==> src/rtl/clock_run_controller_pkg.sv <==
// clk_ctrl_pkg: run-state type and shared constants for the clock run controller
package clk_ctrl_pkg;
    typedef enum logic [1:0] {HALT, STEP, RUN} run_state_e;
    localparam int KEY_STEP = 2;
    localparam int KEY_RUN  = 1;
    localparam int KEY_FAST = 0;
    localparam int DIV_W    = 25;
endpackage

==> src/rtl/clock_run_controller_key_debounce.sv <==
// key_debounce: synchronizes an active-low key, debounces it and emits a one-cycle press pulse
module key_debounce #(
    parameter int DEBOUNCE_CYCLES = 250000
) (
    input  logic clk_i,
    input  logic rst_ni,
    input  logic key_i,
    output logic press_o
);
    localparam int CW = $clog2(DEBOUNCE_CYCLES + 1);

    logic [1:0]    sync_q;
    logic          db_q;
    logic          db_prev_q;
    logic [CW-1:0] cnt_q;

    // debounced level only follows the synchronized level after a full run of mismatching cycles
    always_ff @(posedge clk_i or negedge rst_ni) begin
        if (!rst_ni) begin
            sync_q    <= 2'b11;
            db_q      <= 1'b1;
            db_prev_q <= 1'b1;
            cnt_q     <= '0;
        end else begin
            sync_q    <= {sync_q[0], key_i};
            db_prev_q <= db_q;
            if (sync_q[1] == db_q) begin
                cnt_q <= '0;
            end else if (cnt_q == CW'(DEBOUNCE_CYCLES - 1)) begin
                db_q  <= sync_q[1];
                cnt_q <= '0;
            end else begin
                cnt_q <= cnt_q + 1'b1;
            end
        end
    end

    assign press_o = db_prev_q & ~db_q;
endmodule

==> src/rtl/clock_run_controller.sv <==
// clock_run_controller: halt/step/run sequencer emitting a one-cycle processor clock enable
module clock_run_controller
    import clk_ctrl_pkg::*;
#(
    parameter int DEBOUNCE_CYCLES = 250000,
    parameter int SLOW_BASE       = 131072,
    parameter int TIMEOUT_CYCLES  = 500000000
) (
    input  logic       iCLK_50,
    input  logic       iRST_N,
    input  logic [2:0] iKEY,
    input  logic [7:0] iFDIV,
    input  logic       iBreak,
    input  logic       iTimerEn,
    output logic       oCLK_EN,
    output logic       oRunning,
    output logic       oFast,
    output logic       oTimeout
);
    logic [2:0]       press;
    logic [1:0]       brk_q;
    logic [1:0]       ten_q;
    run_state_e       state_q, state_d;
    logic             fast_q, fast_d;
    logic             tout_q, tout_d;
    logic [DIV_W-1:0] div_q, div_d;
    logic [DIV_W-1:0] f_w;
    logic [DIV_W-1:0] period;
    logic [31:0]      tmo_q, tmo_d;
    logic             tick;
    logic             brk;
    logic             tmo_hit;

    for (genvar k = 0; k < 3; k++) begin : g_key
        key_debounce #(.DEBOUNCE_CYCLES(DEBOUNCE_CYCLES)) u_key (
            .clk_i  (iCLK_50),
            .rst_ni (iRST_N),
            .key_i  (iKEY[k]),
            .press_o(press[k])
        );
    end

    // slow period is the divisor scaled by the power-of-two base; >= lets a shrinking divisor take effect at once
    assign f_w     = (iFDIV == 8'd0) ? DIV_W'(1) : DIV_W'(iFDIV);
    assign period  = fast_q ? f_w : DIV_W'(f_w * DIV_W'(SLOW_BASE));
    assign tick    = div_q >= period - 1'b1;
    assign brk     = brk_q[1];
    assign tmo_hit = ten_q[1] && (tmo_q == 32'(TIMEOUT_CYCLES - 1));

    assign oCLK_EN  = (state_q == STEP) || ((state_q == RUN) && tick);
    assign oRunning = state_q == RUN;
    assign oFast    = fast_q;
    assign oTimeout = tout_q;

    // next-state: HALT prefers run over step, RUN exits on break > timeout > run press
    always_comb begin
        state_d = state_q;
        tout_d  = tout_q;
        if (state_q == HALT) begin
            if (press[KEY_RUN] && !brk) begin
                state_d = RUN;
                tout_d  = 1'b0;
            end else if (press[KEY_STEP]) begin
                state_d = STEP;
            end
        end else if (state_q == STEP) begin
            state_d = HALT;
        end else if (brk) begin
            state_d = HALT;
        end else if (tmo_hit) begin
            state_d = HALT;
            tout_d  = 1'b1;
        end else if (press[KEY_RUN]) begin
            state_d = HALT;
        end
        fast_d = fast_q ^ press[KEY_FAST];
        div_d  = (state_q != RUN || press[KEY_FAST] || tick) ? '0 : div_q + 1'b1;
        tmo_d  = (state_q != RUN) ? '0 : ten_q[1] ? tmo_q + 32'd1 : tmo_q;
    end

    // all sequencer state, rate divider, timeout counter and level synchronizers
    always_ff @(posedge iCLK_50 or negedge iRST_N) begin
        if (!iRST_N) begin
            state_q <= HALT;
            fast_q  <= 1'b0;
            tout_q  <= 1'b0;
            div_q   <= '0;
            tmo_q   <= '0;
            brk_q   <= '0;
            ten_q   <= '0;
        end else begin
            state_q <= state_d;
            fast_q  <= fast_d;
            tout_q  <= tout_d;
            div_q   <= div_d;
            tmo_q   <= tmo_d;
            brk_q   <= {brk_q[0], iBreak};
            ten_q   <= {ten_q[0], iTimerEn};
        end
    end
endmodule

==> config.mk <==
export PLATFORM = sky130hd
export DESIGN_NAME = clock_run_controller
export DESIGN_NICKNAME = d
export VERILOG_FILES = /design/src/rtl/clock_run_controller_pkg.sv /design/src/rtl/clock_run_controller_key_debounce.sv /design/src/rtl/clock_run_controller.sv
export SDC_FILE = /design/constraint.sdc
export NUM_CORES = 1
export LEC_CHECK = 0
export ABC_AREA = 0
export CORE_ASPECT_RATIO = 0.7
export CORE_MARGIN = 3
export CORE_UTILIZATION = 47
export CTS_CLUSTER_SIZE = 12
export DETAILED_ROUTE_END_ITERATION = 16
export SYNTH_ARGS = -nofsm -noshare
export SYNTH_HDL_FRONTEND = slang
export SYNTH_SLANG_ARGS = --single-unit
==> constraint.sdc <==
create_clock -name iCLK_50 -period 11.9 [get_ports iCLK_50]
set_input_delay 2.38 -clock iCLK_50 [delete_from_list [all_inputs] [get_ports iCLK_50]]
set_output_delay 2.38 -clock iCLK_50 [all_outputs]
set_load 0.02 [all_outputs]
==> results of run 1 <==
metrics by stage:
| step | cell area [um^2] | setup slack, ns | total power, mW | std cells | util |
|---|---|---|---|---|---|
| global placement | 7390 | 2.88 | 0.492 | 928 | 0.517 |
| floorplan | 7050 | 4.24 | 0.474 | 743 | - |
| CTS | 7970 | 2.68 | 1.01 | 960 | 0.558 |
| finish | 7970 | 2.63 | 0.990 | 960 | 0.558 |
| global route | 7970 | 2.39 | 1.03 | 960 | 0.558 |
| detailed placement | 7390 | 2.71 | 0.493 | 928 | 0.517 |
registers in the layout, indices dropped and copies added (netlist names):
name	count
brk_q	2
div_q	25
g_key.u_key.cnt_q	54
g_key.u_key.db_prev_q	3
g_key.u_key.db_q	3
g_key.u_key.sync_q	6
oFast	1
oTimeout	1
state_q	2
ten_q	2
tmo_q	32
metal layers:
layer  up-vias  part of all wire
li1       2610                 -
met5         -                 0
met1      2599              0.52
met3        11             0.044
met2       100              0.43
met4         0            0.0089
path summary, 6_finish.rpt:
check | endpoint | slack [ns] | cells past startpoint
worst max-delay path | oCLK_EN | 2.63 | 14
worst min-delay path | brk_q[1]$_DFF_PN0_ | 0.35 | 0
worst max register to register | div_q[16]$_DFF_PN0_ | 8.52 | 12
worst min register to register | brk_q[1]$_DFF_PN0_ | 0.35 | 0
max in group asynchronous | tmo_q[20]$_DFFE_PN0P_ | 8.53 | 2
min in group asynchronous | g_key[0].u_key.cnt_q[17]$_DFF_PN0_ | 2.05 | 1
cell type report:
cell class / count / share of cell area
Multi-Input combinational cell: 552 / 0.443
Sequential cell: 131 / 0.413
Clock buffer: 20 / 0.0573
Tap cell: 190 / 0.0298
Timing Repair Buffer: 21 / 0.0251
Inverter: 34 / 0.0160
Clock inverter: 12 / 0.0152
power by group:
part / internal (mW) / total, mW / switching (mW) / leakage [nW]
clock network: 0.302 / 0.506 / 0.204 / 0.276
logic: 0.0102 / 0.0298 / 0.0196 / 1.19
registers: 0.451 / 0.454 / 0.00353 / 1.77
placed cells by master (no fill, tap or decap), drive strengths merged, types with 13 or more instances in the layout:
master and instances:
xor2 39, dfrtp 119, clkdlybuf4s50 17, o21ai 13
xnor2 65, nand3 42, clkbuf 20, nand2 50
nor4 21, nor2 103, a21oi 15, nor3 56
inv 39, nand4 24, ha 32
logic make-up (layout without fill, tap and decap cells):
group                      Yosys count  in the layout  share of synthesized area
buffers and inverters               60             87                     0.0323
DFF                                131            131                      0.467
adders and majority gates           32             32                     0.0568
xor gates and xnor gates           104            104                      0.129
and+or+nand+nor                    361            361                      0.262
muxes                                4              4                    0.00621
AOI/OAI and AO/OA                   51             51                     0.0461
==> flow_summary_export.csv, run 1 <==
group,metric,value,unit
yosys,yosys_warnings,0,
setup_path,end_kind,"primary output",
timing,maxSlewViolCount,0,
yosys,ys_ff_latch,131,
clock_network,cts-root-buf,"clkbuf_16",
setup_path,cp_cell_sequence,"clkdlybuf4s50_1 > or3_1 > o311ai_0 > nor2_1 > a311oi_1 > a21oi_1 > ha_1 > nand4_1 > nor4_1 > nand2_1 > o211ai_1 > buf_4 > a21o_1 > clkdlybuf4s50_1",
timing,maxSlewHeadroom,0.416,
clock_network,cts.sinks,131,
layout,antenna_cells,0,
timing,max_freq,108,MHz
placement,gp_congestion,0.845,
timing,hold_violations,0,
floorplan,die-height,108,um
floorplan,io_pins,19,
layout,final_net_count,804,
setup_path,startpoint,"iFDIV[5]",
yosys,synth_common_cells,"119 x dfrtp_1, 103 x nor2_1, 65 x xnor2_1",
clock_network,htreeDepth,4,
setup_path,crit_slowest_cell,"o311ai_0",
layout,multi_input_area,3530,um^2
layout,regArea,3290,um^2
global_route,grt_util_met3,0.0532,
floorplan,die_x,152,um
yosys,synth_area,7050,um^2
drt,detail_route.vias_per_cell,5.54,
yosys,syn_area_per_cell,9.49,um^2
setup_path,crit_family,"compound AO/OA/AOI/OAI gates",
clock_network,post-cts-setup-buffers,0,
clock_network,clockBufferDepth,2,
clock_network,numCtsBuffers,17,
yosys,yosys.area.top_type_share,0.422,
global_route,grt_use_met1,0.277,
setup_path,r2r_start,"oFast$_DFF_PN0_",
min_path,hold_path.class,"reg -> reg",
timing,hold_slack,0.350,ns
drt,drt_first_pass_iters,5,
timing,fin_setup_tns,0,ns
yosys,ys_types,51,
yosys,synth_top_area_cell,"dfrtp_1",
yosys,async_flop_share,1.00,
layout,num-fill-cells,1212,
drt,drt_iter0_markers,421,
setup_path,cp_data_arrival_time,6.89,ns
global_route,antenna_found_initial,0,
global_route,grt_pass1_wl,25600,um
run,drv_cap,0,
yosys,syn_nets,790,
drt,drc,0,
global_route,grt_max_degree,70,
pwr,p_per_area,124,nW/um^2
yosys,synthCells,743,
timing,rsz0062_at_grt,"false",
run_status,outcome,"finished, final reports clean",
setup_path,path_max_fanout,26,
yosys,synth_flop_cell,"dfrtp_1",
global_route,grt-busiest-layer,"met2",
timing,period_needed,9.27,ns
clock_network,hold_buffers,0,
global_route,grt-ovfl-total,0,
yosys,seq_area_frac_synth,0.467,
floorplan,num_rows,36,
setup_path,critPathRequiredTime,9.52,ns
clock_network,cts_tree,"done",
drt,wl_per_cell,14.8,um
timing,setup_viol_count_final,0,
clock_network,insertion_delay,0.42,ns
setup_path,startpoint_type,"primary input",
drt,via_count,5320,
global_route,first_global_vias,5242,
yosys,synthTopCellsByArea,"dfrtp_1 42%, xnor2_1 8.1%, ha_1 5.7%",
min_path,min_from,"brk_q[0]$_DFF_PN0_",
global_route,use_met2,0.281,
layout,area_growth,13.0,%
timing,finalClockSkew,0.00700,ns
yosys,synth_edf_count,0,
yosys,yosys.cell_count.top_type,"dfrtp_1",
clock_network,clk_pin_slew_worst_paths,0.06,ns
pwr,peakVddDrop,0.0850,mV
setup_path,cpPeakStageDelay,0.73,ns
global_route,grtUsageTotal,0.190,
floorplan,coreArea,14300,um^2
timing,tightestPinTransition,0.874,ns
pwr,leakagePower,3.24,nW
drt,antenna_left,0,
placement,port_buffers,18,
setup_path,crit_path_frequent_cell,"clkdlybuf4s50_1",
clock_network,ctsResizeCount,0,
floorplan,dieArea,16500,um^2
placement,hpwlAfterDp,9810,um
setup_path,path_class,"in -> out",
timing,fin_crit_sh,0.779,
floorplan,start_util,0.494,
setup_path,cp_num_buf_inv,3,
drt,routed_wl,14200,um
layout,drive_above_1_share,0.0753,
Note: power is estimated with default switching activity, not from simulation.
==> inputs of run 2 (changes only) <==
Settings changed: PLACE_DENSITY set to 0.66.
Clock period 11.9 ns to 8.49 ns, I/O delays scaled along.
==> run 2 against run 1 <==
Against the previous run: worst setup slack got worse by 1.8 ns; final cell count did not move; critical path depth fell by 1; first-iteration DRC count fell by 16%; largest power group unchanged; highest routed layer unchanged.
==> flow_summary_export.csv, run 2 (same netlist as run 1, synthesis figures left out) <==
group,metric,value,unit
min_path,min_from,"brk_q[0]$_DFF_PN0_",
global_route,grtUsageTotal,0.188,
placement,pre_cts_slack,0.943,ns
timing,finalClockSkew,0.00907,ns
setup_path,cpPeakStageDelay,0.71,ns
drt,antenna_left,0,
layout,final_common_cell,"dfrtp_1",
layout,drive_above_1_share,0.0740,
floorplan,die_x,152,um
floorplan,start_util,0.494,
setup_path,path_max_fanout,7,
placement,gp_congestion,0.887,
setup_path,crit_slowest_cell,"o311ai_0",
layout,instances_no_fill,960,
layout,mostFrequentLayoutCells,"119 x dfrtp_1, 103 x nor2_1, 65 x xnor2_1",
timing,maxSlewViolCount,0,
global_route,grt-ovfl-total,0,
drt,drc,0,
setup_path,path_class,"in -> out",
setup_path,startpoint_type,"primary input",
setup_path,startpoint,"iFDIV[5]",
drt,via_count,5362,
run_status,outcome,"finished, final reports clean",
setup_path,cp_cell_sequence,"clkdlybuf4s50_1 > or3_1 > o311ai_0 > nor2_1 > a311oi_1 > a21oi_1 > ha_1 > nand4_1 > nor4_1 > nand2_1 > o211ai_1 > a21o_1 > clkdlybuf4s50_1",
drt,routed_wl,14300,um
clock_network,cts-root-buf,"clkbuf_16",
clock_network,insertion_delay,0.42,ns
setup_path,r2r_start,"oFast$_DFF_PN0_",
timing,fin_crit_sh,0.898,
timing,max_freq,131,MHz
setup_path,end_kind,"primary output",
timing,tightestPinTransition,0.948,ns
floorplan,die-height,108,um
global_route,grt_pass1_wl,25200,um
global_route,grt_max_degree,79,
timing,rsz0062_at_grt,"false",
floorplan,coreArea,14300,um^2
pwr,p_per_area,176,nW/um^2
layout,area_growth,13.1,%
setup_path,critPathRequiredTime,6.79,ns
layout,post-route-cell-area,7970,um^2
timing,period_needed,7.63,ns
floorplan,io_pins,19,
clock_network,cts.sinks,131,
pwr,power.total,1.40,mW
clock_network,hold_buffers,0,
pwr,leakagePower,3.24,nW
timing,setup_viol_count_final,0,
drt,drt_iter0_markers,352,
placement,dp_cells,928,
setup_path,cp_data_arrival_time,5.93,ns
timing,hold_slack,0.349,ns
min_path,hold_path.class,"reg -> reg",
layout,final_util,0.558,
placement,hpwlAfterDp,9810,um
pwr,peakVddDrop,0.129,mV
layout,final_net_count,804,
run,drv_cap,0,
timing,hold_violations,0,
setup_path,crit_family,"compound AO/OA/AOI/OAI gates",
floorplan,num_rows,36,
placement,placedInstanceArea,7390,um^2
drt,wl_per_cell,14.9,um
setup_path,crit_path_frequent_cell,"clkdlybuf4s50_1",
placement,port_buffers,18,
floorplan,dieArea,16500,um^2
clock_network,cts_tree,"done",
clock_network,clockBufferDepth,2,
layout,antenna_cells,0,
global_route,antenna_found_initial,0,
clock_network,post-cts-setup-buffers,0,
timing,fin_setup_tns,0,ns
clock_network,ctsResizeCount,0,
clock_network,numCtsBuffers,17,
timing,maxSlewHeadroom,0.368,
layout,num-fill-cells,1262,
setup_path,cp_num_buf_inv,2,
layout,largest_reg_flops,54,
layout,reg_top3,"g_key.u_key.cnt_q (54), tmo_q (32), div_q (25)",
clock_network,clk_pin_slew_worst_paths,0.06,ns
global_route,first_global_vias,5225,
drt,detail_route.vias_per_cell,5.59,
timing,fin_ws,0.863,ns
drt,drt_first_pass_iters,5,
layout,top_register,"g_key.u_key.cnt_q",
clock_network,htreeDepth,4,
==> run 2: area by class of cell <==
| type | count | area, um^2 | area share |
|---|---|---|---|
| Sequential cell | 131 | 3290 | 0.413 |
| Multi-Input combinational cell | 552 | 3530 | 0.443 |
| Inverter | 34 | 128 | 0.0160 |
| Tap cell | 190 | 238 | 0.0298 |
| Clock inverter | 13 | 151 | 0.0190 |
| Timing Repair Buffer | 21 | 200 | 0.0251 |
| Clock buffer | 19 | 433 | 0.0543 |
==> run 2: routing by layer <==
| metal | track usage | up-vias | wire, um |
|---|---|---|---|
| met2 | 0.279 | 128 | 6220 |
| li1 | - | 2607 | - |
| met5 | 0 | - | 0 |
| met1 | 0.266 | 2608 | 7170 |
| met4 | 0.0648 | 0 | 205 |
| met3 | 0.0532 | 19 | 733 |
==> run 2: power breakdown <==
group / leakage [nW] / internal (mW) / switching [mW]
Sequential: 1.77 / 0.632 / 0.00487
Combinational: 1.19 / 0.0143 / 0.0287
Clock: 0.276 / 0.437 / 0.286
Total: 3.24 / 1.08 / 0.320
==> run 2: path summary, 6_finish.rpt <==
check	endpoint	slack [ns]	cells after the start
worst max-delay path	oCLK_EN	0.86	13
worst min-delay path	brk_q[1]$_DFF_PN0_	0.35	0
worst max register to register	div_q[6]$_DFF_PN0_	5.00	12
worst min register to register	brk_q[1]$_DFF_PN0_	0.35	0
max in group asynchronous	tmo_q[30]$_DFFE_PN0P_	5.77	2
min in group asynchronous	g_key[0].u_key.cnt_q[12]$_DFF_PN0_	1.32	1
